$ cat src/rtl/fht_loader_if.sv
// Bundles the loader's sample handshake, its RAM(A) write port and its FHT core handshake.
// The loader connects through the slave modport; the surrounding logic connects through master.
interface fht_loader_if #(
  parameter int D_BIT    = 16,
  parameter int A_BIT    = 8,
  parameter int FCNT_BIT = 8
);
  logic                iVALID;
  logic [D_BIT-2:0]    iSAMPLE;
  logic                oREADY;
  logic [3:0]          oWE;
  logic [A_BIT-1:0]    oADDR_WR;
  logic [D_BIT-1:0]    oDATA;
  logic                oSTART;
  logic                iFHT_RDY;
  logic                iRELEASE;
  logic                oBUSY;
  logic [FCNT_BIT-1:0] oFRAME_CNT;

  modport slave (
    input  iVALID, iSAMPLE, iFHT_RDY, iRELEASE,
    output oREADY, oWE, oADDR_WR, oDATA, oSTART, oBUSY, oFRAME_CNT
  );

  modport master (
    output iVALID, iSAMPLE, iFHT_RDY, iRELEASE,
    input  oREADY, oWE, oADDR_WR, oDATA, oSTART, oBUSY, oFRAME_CNT
  );
endinterface

$ cat src/rtl/fht_loader.sv
// Streams ADC samples into the four FHT RAM(A) banks, kicks the core, and holds the frame
// until the downstream reader releases it.
//
// state    | meaning
// ---------+-----------------------------------------------------------
// LOAD     | accepting samples, scattering them across the banks
// START    | last write strobe on the bus; start pulses next cycle
// WAIT_FHT | core running, waiting for its ready pulse
// HOLD     | result frame owned by the reader until release
module fht_loader #(
  parameter int D_BIT    = 16,
  parameter int A_BIT    = 8,
  parameter bit BIT_REV  = 1'b1,
  parameter int FCNT_BIT = 8
) (
  input logic        iCLK,
  input logic        iRESET,
  fht_loader_if.slave bus
);
  localparam int IDX_BIT = A_BIT + 2;

  typedef enum logic [1:0] {LOAD, START, WAIT_FHT, HOLD} state_t;

  state_t              state, state_nxt;
  logic [IDX_BIT-1:0]  idx;
  logic [IDX_BIT-1:0]  idx_rev;
  logic [IDX_BIT-1:0]  m;
  logic                xfer;
  logic                ready_q;
  logic                busy_q;
  logic                start_q;
  logic [3:0]          we_q;
  logic [A_BIT-1:0]    addr_q;
  logic [D_BIT-1:0]    data_q;
  logic [FCNT_BIT-1:0] frame_cnt;

  assign xfer = bus.iVALID && ready_q;

  always_comb begin
    idx_rev = '0;
    for (int i = 0; i < IDX_BIT; i++) idx_rev[i] = idx[IDX_BIT-1-i];
    m = BIT_REV ? idx_rev : idx;
  end

  always_comb begin
    state_nxt = state;
    case (state)
      LOAD:     if (xfer && (&idx)) state_nxt = START;
      START:    state_nxt = WAIT_FHT;
      WAIT_FHT: if (bus.iFHT_RDY) state_nxt = HOLD;
      HOLD:     if (bus.iRELEASE) state_nxt = LOAD;
      default:  state_nxt = LOAD;
    endcase
  end

  always_ff @(posedge iCLK or negedge iRESET) begin
    if (!iRESET) state <= LOAD;
    else         state <= state_nxt;
  end

  // Handshake/status flags follow the next state so they are registered, not decoded.
  always_ff @(posedge iCLK or negedge iRESET) begin
    if (!iRESET) begin
      idx       <= '0;
      ready_q   <= 1'b1;
      busy_q    <= 1'b0;
      start_q   <= 1'b0;
      we_q      <= '0;
      addr_q    <= '0;
      data_q    <= '0;
      frame_cnt <= '0;
    end else begin
      ready_q <= (state_nxt == LOAD);
      busy_q  <= (state_nxt != LOAD);
      start_q <= (state == START);
      we_q    <= '0;
      if (xfer) begin
        idx    <= idx + IDX_BIT'(1);
        we_q   <= 4'b0001 << m[1:0];
        addr_q <= m[IDX_BIT-1:2];
        data_q <= {bus.iSAMPLE[D_BIT-2], bus.iSAMPLE};
      end
      if (state == HOLD && bus.iRELEASE) frame_cnt <= frame_cnt + FCNT_BIT'(1);
    end
  end

  assign bus.oREADY     = ready_q;
  assign bus.oBUSY      = busy_q;
  assign bus.oSTART     = start_q;
  assign bus.oWE        = we_q;
  assign bus.oADDR_WR   = addr_q;
  assign bus.oDATA      = data_q;
  assign bus.oFRAME_CNT = frame_cnt;
endmodule

$ cat src/flat_wrapper.sv
// flat-port wrapper written by rule: the top's interface ports become plain ports
module fht_loader_flat 
#(
  parameter int D_BIT    = 16,
  parameter int A_BIT    = 8,
  parameter bit BIT_REV  = 1'b1,
  parameter int FCNT_BIT = 8
)
  (iCLK, iRESET, bus_iVALID, bus_iSAMPLE, bus_iFHT_RDY, bus_iRELEASE, bus_oREADY, bus_oWE, bus_oADDR_WR, bus_oDATA, bus_oSTART, bus_oBUSY, bus_oFRAME_CNT);
  fht_loader_if #(.D_BIT(D_BIT), .A_BIT(A_BIT), .FCNT_BIT(FCNT_BIT)) bus_i ();
  input logic iCLK;
  input logic iRESET;
  input wire logic [$bits(bus_i.iVALID)-1:0] bus_iVALID;
  input wire logic [$bits(bus_i.iSAMPLE)-1:0] bus_iSAMPLE;
  input wire logic [$bits(bus_i.iFHT_RDY)-1:0] bus_iFHT_RDY;
  input wire logic [$bits(bus_i.iRELEASE)-1:0] bus_iRELEASE;
  output wire logic [$bits(bus_i.oREADY)-1:0] bus_oREADY;
  output wire logic [$bits(bus_i.oWE)-1:0] bus_oWE;
  output wire logic [$bits(bus_i.oADDR_WR)-1:0] bus_oADDR_WR;
  output wire logic [$bits(bus_i.oDATA)-1:0] bus_oDATA;
  output wire logic [$bits(bus_i.oSTART)-1:0] bus_oSTART;
  output wire logic [$bits(bus_i.oBUSY)-1:0] bus_oBUSY;
  output wire logic [$bits(bus_i.oFRAME_CNT)-1:0] bus_oFRAME_CNT;
  assign bus_i.iVALID = bus_iVALID;
  assign bus_i.iSAMPLE = bus_iSAMPLE;
  assign bus_i.iFHT_RDY = bus_iFHT_RDY;
  assign bus_i.iRELEASE = bus_iRELEASE;
  assign bus_oREADY = bus_i.oREADY;
  assign bus_oWE = bus_i.oWE;
  assign bus_oADDR_WR = bus_i.oADDR_WR;
  assign bus_oDATA = bus_i.oDATA;
  assign bus_oSTART = bus_i.oSTART;
  assign bus_oBUSY = bus_i.oBUSY;
  assign bus_oFRAME_CNT = bus_i.oFRAME_CNT;
  fht_loader #(.D_BIT(D_BIT), .A_BIT(A_BIT), .BIT_REV(BIT_REV), .FCNT_BIT(FCNT_BIT)) u_core (.iCLK(iCLK), .iRESET(iRESET), .bus(bus_i));
endmodule
$ cat config.mk
export PLATFORM = sky130hd
export DESIGN_NAME = fht_loader_flat
export DESIGN_NICKNAME = d
export VERILOG_FILES = /design/src/rtl/fht_loader_if.sv /design/src/rtl/fht_loader.sv /design/src/flat_wrapper.sv
export SDC_FILE = /design/constraint.sdc
export NUM_CORES = 1
export LEC_CHECK = 0
export ABC_AREA = 0
export CELL_PAD_IN_SITES_DETAIL_PLACEMENT = 1
export CELL_PAD_IN_SITES_GLOBAL_PLACEMENT = 1
export CORE_UTILIZATION = 36
export CTS_CLUSTER_SIZE = 12
export DETAILED_ROUTE_END_ITERATION = 16
export PLACE_DENSITY = 0.88
export SLEW_MARGIN = 0
export SYNTH_ARGS = -nofsm -noshare
export SYNTH_HDL_FRONTEND = slang
export SYNTH_SLANG_ARGS = --single-unit
$ cat constraint.sdc
create_clock -name iCLK -period 2.1 [get_ports iCLK]
set_input_delay 0.21 -clock iCLK [delete_from_list [all_inputs] [get_ports iCLK]]
set_output_delay 0.21 -clock iCLK [all_outputs]
set_load 0.1 [all_outputs]
# --- Yosys cells after proc, flatten, opt, wreduce, memory -nomap -nowiden ---
# Cells that the tools add are included.
# Widths: inputs -> output; s select.
word_totals:
  word_cells: 27
  register_bits: 50
classes:
  n_addsub: 2
  n_mux: 5
  n_eq_ne: 3
  shifts: 1
  reduce_logical: 7
ops:
  columns: ["operator", "n"]
  rows:
  - ["$add 10x1->10 const B", 1]
  - ["$reduce_and 10->1", 1]
  - ["$add 8x1->8 const B", 1]
  - ["$pmux 2 s4", 1]
  - ["$mux 2", 3]
  - ["$eq 2x2->1 const B", 2]
  - ["$logic_not 2->1", 2]
  - ["$mux 4", 1]
  - ["$shl 1x2->4 const A", 1]
  - ["$logic_and 1x1->1", 3]
  - ["$eq 2x1->1 const B", 1]
  - ["$reduce_bool 2->1", 1]

# --- Longest topological paths before layout ---
logic_depth:
  word_depth: 5
  depth_mapped: 5

# --- Worst setup path after synthesis ---
# No wires, ideal clock.
synth_path:
  path_type: "reg-to-reg"
  from: "register u_core.ready_q (netlist: u_core.bus.oREADY)"
  to: "register u_core.bus.oDATA[14] (netlist name)"
  setup_ns: 0.126
  required_ns: 1.974
  period_less_slack_ns: 1.922
  arrival_time_ns: 1.797
  path_slack_ns: 0.178
  stages_incl_launch_ff: 5
  path_cell_list: "dfstp_2 -> and2_1 -> buf_2 -> buf_2 -> mux2_2"
synth_between:
  elab_chain_len: 1
synth_lines:
  columns: ["item", "line_no", "text"]
  rows:
  - ["start: declaration", "fht_loader.sv:29", "logic ready_q;"]
  - ["start signal: assignment", "fht_loader.sv:73", "ready_q <= (state_nxt == LOAD);"]
  - ["$logic_and 1x1->1", "fht_loader.sv:37", "assign xfer = bus.iVALID && ready_q;"]
# No other way between the ends.
# A chain may end at the register's enable or synchronous reset.

# --- Final worst setup path ---
layout_path:
  from: "register u_core.state[0]"
  to: "register u_core.ready_q (netlist: u_core.bus.oREADY)"
layout_between:
  elab_chain_len: 3
  elab_cells_between_ends: 9
  classes_between: "eq/ne: 3; mux: 4; reduce/logical: 2"
layout_lines:
  columns: ["item", "line_no", "text"]
  rows:
  - ["start: declaration", "fht_loader.sv:24", "state_t state, state_nxt;"]
  - ["start signal: assignment", "fht_loader.sv:58", "else state <= state_nxt;"]
  - ["$eq 2x2->1, or another cell as far along", "fht_loader.sv:47", "case (state)"]
  - ["$pmux 2 s4 (*)", "fht_loader.sv:47", null]
  - ["$logic_not 2->1 (*)", "fht_loader.sv:73", null]
# Every way passes the cells marked *; elsewhere a longest branch is shown, timed or not.

==> summary.md <==
| Metric | Value |
|---|---|
| Gr ovfl total | 0 |
| Setup_tns | 0 ns |
| Primary FF master, synth | dfrtp_1 |
| Area delta synth->final | 35.3% |
| Footprint of the multi-input gates | 677 sq um |
| Relative slew margins | 0.691 |
| Status | finished clean |
| Die Span Y | 75.8 um |
| First-pass GRT wire length | 6580 um |
| Vias/cell | 4.74 |
| CTS Buf Count | 5 |
| # clock sinks | 50 |
| # DRC | 0 |
| Flop2flop setup slack | 0.52 ns |
| Via count | 1327 |
| Critical path class | flip-flop to flip-flop |
| CP Max Fanout | 8 |
| Synth Warn # | 0 |
| IO Port Bufs | 58 |
| Worst IR Drop VDD | 813 uV |
| Post-layout min period | 1.58 ns |
| Post-Synthesis Cells | 145 |
| Std-Cell Rows | 26 |
| Clock slew at reported path FFs | 0.09 ns |
| Ports | 59 |
| Number of global-route vias before repair | 1353 |
| Pre-antenna DRT Iters | 4 |
| Critical path startpoint category | flip-flop |
| GP Congestion | 0.774 |
| Starting Density | 0.379 |
| Fin. Hold Viols | 0 |
| Total wire length | 4080 um |
| HPWL after DPL | 2950 um |
| Mapped Avg Cell Area | 13.5 sq um |
| Placed Area | 0.00253 sq mm |
| Worst EP required | 2.34 ns |
| Yosys reg bits | 50 |
| Seq/Total Area, Yosys | 0.638 |
| Asr flop ratio synth | 1.00 |
| Pin count of the biggest net entering global routing | 51 |
| Cell Area, Synth | 0.00196 sq mm |
| RSZ-0062 raised after global routing | false |
| Worst Clk Skew | 0.00515 ns |
| Final Cell Area | 0.00265 sq mm |
| Die width | 75.8 um |
| Worst slew pin tran | 0.462 ns |
| Area of the die | 0.00575 sq mm |
| WL/cell | 14.6 um |
| Total setup buffers inserted after CTS | 0 |
| Remaining antenna violation count after routing | 0 |
| Critical Path AT | 1.82 ns |
| Clock latency on the worst-skew pair | 0.30 ns |
| FF/Latch Area | 0.00125 sq mm |
| Mapped Nets | 167 |
| Core area | 0.00517 sq mm |
| HP Class | primary input to async pin |
| Synth area leaders | dfrtp_1 63%, mux2_2 14%, xor2_1 4.9%, nand2_1 2.3%, xnor2_1 2.2% |
| Reg2reg end | u_core.bus.oREADY |
| Post-synth top area cell | dfrtp_1 |
| Final Cycle Share | 0.751 |
| Worst R2R Path Depth | 3 |
| # setup viols final | 0 |
| Count of cell types in the netlist | 23 |
| Filler cells | 532 |
| Root Buffer | clkbuf_8 |
| GRT Overall Usage | 0.162 |
| Drt initial violations | 46 |
| Worst r2r src | u_core.state[0] |
| Number of max-cap violations | 0 |
| Power Dens Cells | 1140 mW/mm^2 |
| Power Total | 3.02 mW |
| Leakage | 1.30 nW |
| CP endpoint kind | flip-flop |
| CTS tree | yes |
| Final net count | 231 |
| Initial antenna violation count | 0 |
| Yosys top cell area share | 0.625 |
| N_diodes | 0 |
| Deepest clock path buffer count | 2 |
| Peak Freq | 634 MHz |
| Fin. max-slew vios | 0 |
| EDFF count, synth | 0 |
| H-tree depth | 2 |
| Layout cells sized above 1 | 0.362 |
## cells by family (layout without fill, tap and decap cells)
kind of cell             Yosys count  count (layout)  synth area share
XOR/XNOR                          16              16            0.0714
AO/OA/AOI/OAI                      2               2           0.00510
flip-flops                        50              50             0.638
AND/OR/NAND/NOR                   44              44             0.118
multiplexers                      24              24             0.138
buffers and inverters              7              72            0.0166
adder cells (fa/ha/maj)            2               2            0.0128
## worst max path at each step
stage	end	from	depth (start not counted)	slack (ns)
after floorplan	u_core.bus.oDATA[14]	u_core.bus.oREADY	4	0.18
after global placement	u_core.bus.oDATA[5]	bus_iVALID	4	0.46
after detailed placement	u_core.bus.oDATA[13]	bus_iVALID	4	0.38
after CTS	u_core.bus.oREADY	u_core.state[0]	3	0.52
after global routing	u_core.bus.oREADY	u_core.idx[0]	4	0.44
final	u_core.bus.oREADY	u_core.state[0]	3	0.52
## metal layers
layer	wire, um	up-vias	GRT usage
li1	-	624	-
met1	1700	659	0.181
met2	2050	37	0.280
met4	84	0	0.0700
met5	0	-	0
met3	245	7	0.0569
## where the power goes
part | internal (mW) | leakage, nW | switching, mW
registers | 1.11 | 0.636 | 0.129
logic | 0.291 | 0.611 | 0.854
clock network | 0.333 | 0.0575 | 0.300
total | 1.74 | 1.30 | 1.28
## sequential cells by signal, indices dropped and copies added (netlist names)
name / count
u_core.bus.oDATA: 15
u_core.idx: 10
u_core.bus.oADDR_WR: 8
u_core.bus.oFRAME_CNT: 8
u_core.bus.oWE: 4
u_core.state: 2
u_core.bus.oBUSY: 1
u_core.bus.oREADY: 1
u_core.bus.oSTART: 1
## synth_stat cells (2+ instances only)
master,number
dfrtp_1,49
mux2_2,24
nand2_1,12
xor2_1,11
nor3_1,7
nand4_1,6
nand3_1,5
xnor2_1,5
nor2_1,4
inv_1,3
and2_1,2
buf_2,2
ha_1,2
nor2b_1,2
nor3b_1,2
o21ai_0,2
## cell usage in the layout, fill, tap and decap left out, types with 2 or more instances in the layout
master / count
and2_1: 2
clkdlybuf4s50_1: 18
dfrtp_1: 49
buf_4: 40
nor2b_1: 2
nand2_1: 12
inv_1: 3
clkbuf_8: 8
nor3_1: 7
nor2_1: 4
mux2_2: 24
ha_1: 2
xor2_1: 11
nand3_1: 5
nor3b_1: 2
o21ai_0: 2
nand4_1: 6
xnor2_1: 5
## critical path, cell delays in order, from the launching register on
cell	delay, ns
dfrtp_1	0.45
or3b_1	0.40
or4_4	0.50
and2_1	0.16
## per-stage QoR
step,worst slack [ns],cells,hold slack (ns),util
floorplan,0.178,145,-0.0856,-
global placement,0.457,271,0.219,0.490
detailed placement,0.378,271,0.220,0.490
CTS,0.523,280,0.434,0.513
global route,0.444,280,0.450,0.513
finish,0.522,280,0.434,0.513
## final cells by class
| class | count | area share |
|---|---|---|
| flip-flops and latches | 50 | 0.472 |
| multi-input cells | 88 | 0.255 |
| repair buffers | 61 | 0.194 |
| clock buffers | 8 | 0.0415 |
| well taps | 70 | 0.0330 |
| inverters | 3 | 0.00424 |
## repair_timing
item	4_1_cts	5_1_grt
gates resized for setup	0	0
endpoints found under the hold margin	49	0
hold buffers	1	0
(Power assumes the default switching activity.)
